File: config.mk
export PLATFORM = sky130hd
export DESIGN_NAME = pipe_hazard_ctrl
export DESIGN_NICKNAME = d
export VERILOG_FILES = /design/src/rtl/pipe_hazard_ctrl.sv
export SDC_FILE = /design/constraint.sdc
export NUM_CORES = 1
export LEC_CHECK = 0
export CAP_MARGIN = 20
export CORE_MARGIN = 1
export CORE_UTILIZATION = 45
export CTS_CLUSTER_SIZE = 25
export DETAILED_ROUTE_END_ITERATION = 10
export PLACE_DENSITY = 0.86
export SLEW_MARGIN = 10
export SYNTH_ARGS = -nofsm -noshare
export SYNTH_HDL_FRONTEND = slang
export SYNTH_SLANG_ARGS = --single-unit
File: constraint.sdc
create_clock -name clk -period 3.3 [get_ports clk]
set_clock_uncertainty 0.2 [all_clocks]
set_input_delay 0.66 -clock clk [delete_from_list [all_inputs] [get_ports clk]]
set_output_delay 0.66 -clock clk [all_outputs]
set_load 0.005 [all_outputs]
File: src/rtl/pipe_hazard_ctrl.sv
// Stall/flush scheduler for the 5-stage pipeline: per-stage en/clear, PC enable, stall counter.
// Controls are combinational from registered state plus current hazards; memory waits freeze upstream stages.
module pipe_hazard_ctrl #(
   parameter int VEC_LAT = 4,
   parameter int CNT_W   = 16
) (
   input  logic             clk,
   input  logic             rstn,
   input  logic [4:0]       Rs1D,
   input  logic [4:0]       Rs2D,
   input  logic             Rs1UsedD,
   input  logic             Rs2UsedD,
   input  logic [4:0]       RdE,
   input  logic             MemToRegE,
   input  logic             BranchE,
   input  logic             VecStartE,
   input  logic             MemReqM,
   input  logic             MemAckM,
   output logic             PcEn,
   output logic             EnFD,
   output logic             ClrFD,
   output logic             EnDE,
   output logic             ClrDE,
   output logic             EnEM,
   output logic             ClrEM,
   output logic             EnMW,
   output logic             ClrMW,
   output logic [CNT_W-1:0] StallCycles
);

   typedef enum logic [1:0] {S_RUN, S_MEM_WAIT, S_VEC_BUSY} state_t;

   // Control word order: {PcEn, EnFD, ClrFD, EnDE, ClrDE, EnEM, ClrEM, EnMW, ClrMW}
   localparam logic [8:0] CTL_ADV = 9'b1_10_10_10_10;
   localparam logic [8:0] CTL_RST = 9'b0_11_11_11_11;
   localparam logic [8:0] CTL_MEM = 9'b0_00_00_00_11;
   localparam logic [8:0] CTL_VEC = 9'b0_00_00_11_10;
   localparam logic [8:0] CTL_BR  = 9'b1_11_11_10_10;
   localparam logic [8:0] CTL_LU  = 9'b0_00_11_10_10;

   localparam logic [4:0] VEC_INIT   = 5'(VEC_LAT - 1);
   localparam bit         VEC_STALLS = (VEC_LAT > 1);

   state_t           state_q, state_d;
   logic             ret_vec_q, ret_vec_d;
   logic [4:0]       vcnt_q, vcnt_d;
   logic [CNT_W-1:0] stall_cnt_q, stall_cnt_d;
   logic [8:0]       ctl;
   logic             mem_stall;
   logic             load_use;

   assign mem_stall = MemReqM && !MemAckM;
   assign load_use  = MemToRegE && (RdE != 5'd0) &&
                      ((Rs1UsedD && (Rs1D == RdE)) || (Rs2UsedD && (Rs2D == RdE)));

   always_comb begin
      state_d   = state_q;
      ret_vec_d = ret_vec_q;
      vcnt_d    = vcnt_q;
      ctl       = CTL_ADV;
      case (state_q)
         S_RUN: begin
            if (mem_stall) begin
               ctl       = CTL_MEM;
               state_d   = S_MEM_WAIT;
               ret_vec_d = 1'b0;
            end else if (VecStartE && VEC_STALLS) begin
               ctl     = CTL_VEC;
               vcnt_d  = VEC_INIT;
               state_d = S_VEC_BUSY;
            end else if (BranchE) begin
               ctl = CTL_BR;
            end else if (load_use) begin
               ctl = CTL_LU;
            end
         end
         S_VEC_BUSY: begin
            if (mem_stall) begin
               ctl       = CTL_MEM;
               state_d   = S_MEM_WAIT;
               ret_vec_d = 1'b1;
            end else if (vcnt_q == 5'd1) begin
               state_d = S_RUN;
            end else begin
               ctl    = CTL_VEC;
               vcnt_d = vcnt_q - 5'd1;
            end
         end
         S_MEM_WAIT: begin
            if (!MemAckM) begin
               ctl = CTL_MEM;
            end else begin
               // The ack cycle advances everything, so it also serves as the vector release cycle.
               state_d = (ret_vec_q && (vcnt_q != 5'd1)) ? S_VEC_BUSY : S_RUN;
            end
         end
         default: state_d = S_RUN;
      endcase
      if (!rstn) begin
         ctl = CTL_RST;
      end
   end

   always_comb begin
      stall_cnt_d = stall_cnt_q;
      if (!ctl[8] && (stall_cnt_q != {CNT_W{1'b1}})) begin
         stall_cnt_d = stall_cnt_q + CNT_W'(1);
      end
   end

   always_ff @(posedge clk or negedge rstn) begin
      if (!rstn) begin
         state_q     <= S_RUN;
         ret_vec_q   <= 1'b0;
         vcnt_q      <= 5'd0;
         stall_cnt_q <= '0;
      end else begin
         state_q     <= state_d;
         ret_vec_q   <= ret_vec_d;
         vcnt_q      <= vcnt_d;
         stall_cnt_q <= stall_cnt_d;
      end
   end

   assign {PcEn, EnFD, ClrFD, EnDE, ClrDE, EnEM, ClrEM, EnMW, ClrMW} = ctl;
   assign StallCycles = stall_cnt_q;

endmodule

==> Word-level counts from Yosys, hierarchy flattened <==
Cells that the tools add are included.
{ "word_totals": {"latch_bits": 0, "ram_bits": 0, "ff_bits": 24, "wordCells": 62, "rom_bits": 0, "mem_count": 0} }
{ "classes": {"add_sub_neg": 2, "mul": 0, "mux": 24, "n_eq_ne": 16, "n_div": 0, "magnitude_cmp": 0, "reduce_logical": 16, "bitwise": 0, "shifts": 0} }
{ "ops": {"columns": ["cell", "count"], "rows": [
  ["9-bit two-way mux", 8],
  ["9-bit one-hot mux with 3 select lines", 1],
  ["5-bit two-way mux", 4],
  ["16-bit by 1-bit adder with 16-bit output, second input constant", 1],
  ["16-bit != test, second input constant", 1],
  ["2-bit != test, second input constant", 7],
  ["2-bit two-way mux", 6],
  ["5-bit == test", 2],
  ["5-bit one-hot mux with 2 select lines", 1],
  ["1-bit logical AND", 7],
  ["3-bit != test, second input constant", 2],
  ["2-bit one-hot mux with 3 select lines", 1],
  ["3-bit AND reduction", 2],
  ["5-bit by 1-bit == test with 1-bit output, second input constant", 1],
  ["5-bit by 1-bit != test with 1-bit output, second input constant", 1],
  ["5-bit AND reduction", 1],
  ["5-bit nonzero test", 1],
  ["5-bit by 1-bit subtractor with 5-bit output, second input constant", 1],
  ["2-bit by 1-bit == test with 1-bit output, second input constant", 1],
  ["2-bit == test, second input constant", 1],
  ["1-bit zero test", 2],
  ["2-bit zero test", 1],
  ["1-bit two-way mux", 2],
  ["1-bit one-hot mux with 2 select lines", 1],
  ["other kinds (2)", 2]
]} }

==> Depth between registers and ports, before layout <==
{ "logic_depth": {"ltp_word": 12, "mapped_depth": 10} }

==> Worst setup path before layout <==
Ideal clock, no wire load.
{ "synth_timing": {"path_type": "input port to output port", "startpoint": "in MemReqM", "endpoint": "out PcEn", "path_slack_ps": 781, "path_buffers": 0, "arrival_time_ps": 1659, "cell_stages": 4, "required_time_ps": 2440, "path_cell_list": "nor2b_1 nor4_1 o21ai_1 a21oi_2"} }
{ "synth_via": {"elab_chain_len": 4, "word_cells_on_any_way": 5, "classes_between": "mux: 4; reduce/logical: 1"} }
{ "synth_lines": {"columns": ["element", "line_no", "text"], "rows": [
  ["from (decl)", "17", "input logic MemReqM,"],
  ["1-bit logical AND *", "52", "assign mem_stall = MemReqM && !MemAckM;"],
  ["9-bit two-way mux (on tied branches)", "78, 63", null],
  ["9-bit one-hot mux with 3 select lines *", "61", "case (state_q)"],
  ["9-bit two-way mux *", "99", "if (!rstn) begin"],
  ["to (decl)", "19", "output logic PcEn,"]
]} }
Every way passes the cells marked *; elsewhere a longest branch is shown, timed or not.

==> Worst setup path in the final report <==
{ "layout_timing": {"startpoint": "in RdE[2]", "endpoint": "out EnFD"} }
{ "layout_via": {"elab_chain_len": 10, "word_cells_on_any_way": 14, "classes_between": "eq/ne: 2; mux: 6; reduce/logical: 6"} }
{ "layout_lines": {"columns": ["element", "line_no", "text"], "rows": [
  ["from (decl)", "13", "input logic [4:0] RdE,"],
  ["5-bit == test", "54", "((Rs1UsedD && (Rs1D == RdE)) || (Rs2UsedD && (Rs2D == RdE)));"],
  ["1-bit logical AND", "54", null],
  ["1-bit logical OR", "54", null],
  ["1-bit logical AND *", "53", "assign load_use = MemToRegE && (RdE != 5'd0) &&"],
  ["9-bit two-way mux *", "73", "end else if (load_use) begin"],
  ["9-bit two-way mux *", "71", "end else if (BranchE) begin"],
  ["9-bit two-way mux *", "67", "end else if (VecStartE && VEC_STALLS) begin"],
  ["9-bit two-way mux *", "63", "if (mem_stall) begin"],
  ["9-bit one-hot mux with 3 select lines *", "61", null],
  ["9-bit two-way mux *", "99", null],
  ["to (decl)", "20", "output logic EnFD,"]
]} }
Marked as above.

==> impl_metrics.toml <==
[outcome]
status = "complete, but fails checks"
violations = "DRC"

[layout]
postLayoutCellArea_mm2 = 0.002140
area_growth_pct = 51.73
fin_cells = 234
nets = 231
fin_util_pct = 75.00
final_layout_size_suffix_gt1_share_pct = 19.21
num_antenna_cells = 0

[power]
p_per_area_mw_per_mm2 = 583.1
leakage_nw = 0.9273
finalPower_mw = 1.248
vdd_ir_drop_max_mv = 0.5649

[critical_path]
slowest_delay_ns = 0.50
arrival_ns = 2.37
criticalPathCategory = "input port to output port"
worstSetupStartpoint = "RdE[2]"
critical_path_depth = 8
cp_max_fo = 2
slowest_stage = "clkdlybuf4s50_1"
critPathTopFamily = "buffers and inverters"
crit_path_end_kind = "output port"
crit_chain = "clkdlybuf4s50_1 > buf_6 > xnor2_2 > nand4_1 > o22ai_2 > nand2b_1 > a211o_1 > dlygate4sd2_1"
worstRegToRegCells = 11
cp.required_ns = 2.44
r2r_slack_ns = 0.72
path_buf_inv = 3
start_kind = "input port"
r2r-start = "vcnt_q[1]"

[synth]
synth.top_cell.area_share_pct = 42.59
synthesis.nets = 165
yosys-top-cells-area = "dfrtp_1 (43%), xnor2_1 (16%), nand4_1 (5.8%)"
synth_most_common_cell = "xnor2_1"
synthTopCellsByCount = "xnor2_1 (26), dfrtp_1 (24), nand4_1 (13), nand2_1 (12), and3_1 (7)"
ys_async_sr_fraction_pct = 100.0
synth.cell_area_mm2 = 0.001410
ys.flop_type = "dfrtp_1"
yosys_warnings = 0
syn_inst = 138
synth_cell_types = 41
avgSynthCellArea_um2 = 10.22
yosys_register_bits = 24
synth_area_leader_cell = "dfrtp_1"
synth_edf_count = 0
ys_seq_area_share_pct = 42.59

[worst_hold_path]
hold_path_class = "flop to flop"
holdCritStartpoint = "StallCycles[4]"
min_path_cells = 1

[die]
die_area_mm2 = 0.003362
initial_core_util_pct = 49.43
die_x_um = 57.98
num_io_pins = 49
coreArea_mm2 = 0.002853
row_count = 19
fp.dieH_um = 57.98

[global_route]
grt_pass1_wl_um = 6030
grt_max_degree = 29
grt_overflow = 0
grt_pass1_vias = 1361
grt_use_total_pct = 23.20
antenna_found_initial = 0

[clock_network]
cts_buffer_depth = 2
cts_buffers = 3
htreeDepth = 1
clk_pin_slew_ns = 0.14
cts-root-buf = "clkbuf_4"
cts_sinks = 24
cts_tree = "done"
postCtsHoldBufs = 0
clk_latency_ns = 0.32

[route]
drtPass1Iterations = 7
drtIter0Drc = 56
routed_via_density = 5.513
wl_per_cell_um = 14.86
ant_nets = 0
drt-total-wl_um = 3477
drc = 3
num_vias = 1290

[timing]
fin_tns_setup_ns = 0
setup_violations = 0
fin_crit_sh_pct = 97.86
slew_violations = 0
hold_viol = 0
rsz0062_at_grt = "yes"
max_freq_mhz = 309.7
fin_crit_ns = 3.229

[placed_design]
portBuffers = 47
dp_cells = 229
hpwl_um = 2688
gp_congestion = 0.9096
place_area_mm2 = 0.002013

[run]
drv_cap = 0
==> worst register-to-register path, cell delays in order, from the launching register on <==
cell	delay, ns
dfrtp_1	0.40
inv_1	0.10
ha_1	0.15
or4b_4	0.49
o31ai_4	0.25
o21ai_1	0.13
a21oi_2	0.14
buf_4	0.14
a41oi_4	0.04
buf_4	0.21
nand4_1	0.12
xnor2_1	0.14
==> path summary, 6_finish.rpt <==
| kind | end |
|---|---|
| min in group asynchronous | StallCycles[15] |
| setup reg to reg | StallCycles[9] |
| setup / recovery | EnFD |
| max in group asynchronous | StallCycles[7] |
| hold / removal | StallCycles[4] |
| hold reg to reg | StallCycles[4] |
==> power breakdown <==
part / internal, mW / switching (mW)
clock: 0.123 / 0.0915
sequential: 0.377 / 0.105
combinational: 0.318 / 0.234
==> cells by family (layout without fill, tap and decap cells) <==
logic type	Yosys count	count (layout)	synth area share (%)
mux	2	2	1.508
other cells	1	1	0.2659
xor+xnor	28	28	17.39
buf+inv	9	74	3.727
simple gates	55	55	22.63
flops	24	24	42.59
fa+ha+maj	3	3	2.662
compound gates	16	16	9.228
==> cells in the final DEF, fill, tap and decap left out, types with 2 or more instances in the layout <==
cell type / n
nor2b_2: 2
nand2_1: 12
inv_1: 5
nand2b_1: 3
o21ai_1: 3
ha_1: 3
a21oi_1: 3
dlymetal6s2s_1: 2
xnor2_1: 22
nand4_1: 13
buf_4: 17
and3_1: 7
dfrtp_1: 24
clkbuf_4: 3
nor2_1: 5
xnor2_2: 4
clkdlybuf4s50_1: 42
xor2_1: 2
dlygate4sd2_1: 3
==> flip-flops by register name, indices dropped and copies added (netlist names) <==
name and count:
StallCycles 16, ret_vec_q 1, state_q 2, vcnt_q 5
==> repair_timing <==
action,CTS,global route
pin swaps,2,1
setup endpoints to repair,4,4
buffers inserted,1,0
gates resized for setup,9,9
==> per-stage QoR <==
stage | hold WS [ns] | setup slack, ns
2_1_floorplan | 0.1644 | 0.7812
3_3_place_gp | 0.2739 | -0.1114
3_5_place_dp | 0.2837 | -0.1360
4_1_cts | 0.3075 | 0.01284
5_1_grt | 0.3214 | -0.01548
6_report | 0.3019 | 0.07064
==> per-layer routing <==
metal / vias to the layer above / wire [um] / track usage, %
met1: 632 / 1501 / 29.80
met3: 6 / 168 / 5.357
met2: 36 / 1754 / 38.75
met5: - / 0 / 0
met4: 0 / 52 / 7.483
li1: 616 / - / -
==> final cells by class <==
type                    instances  area [um^2]
clock buffers                   3        22.52
clock inverters                 1        30.03
fillers                       194        713.2
inverters                       5        18.77
multi-input cells             105        818.3
flip-flops and latches         24        600.6
well taps                      31        38.79
repair buffers                 65        610.6
(Power assumes the default switching activity.)
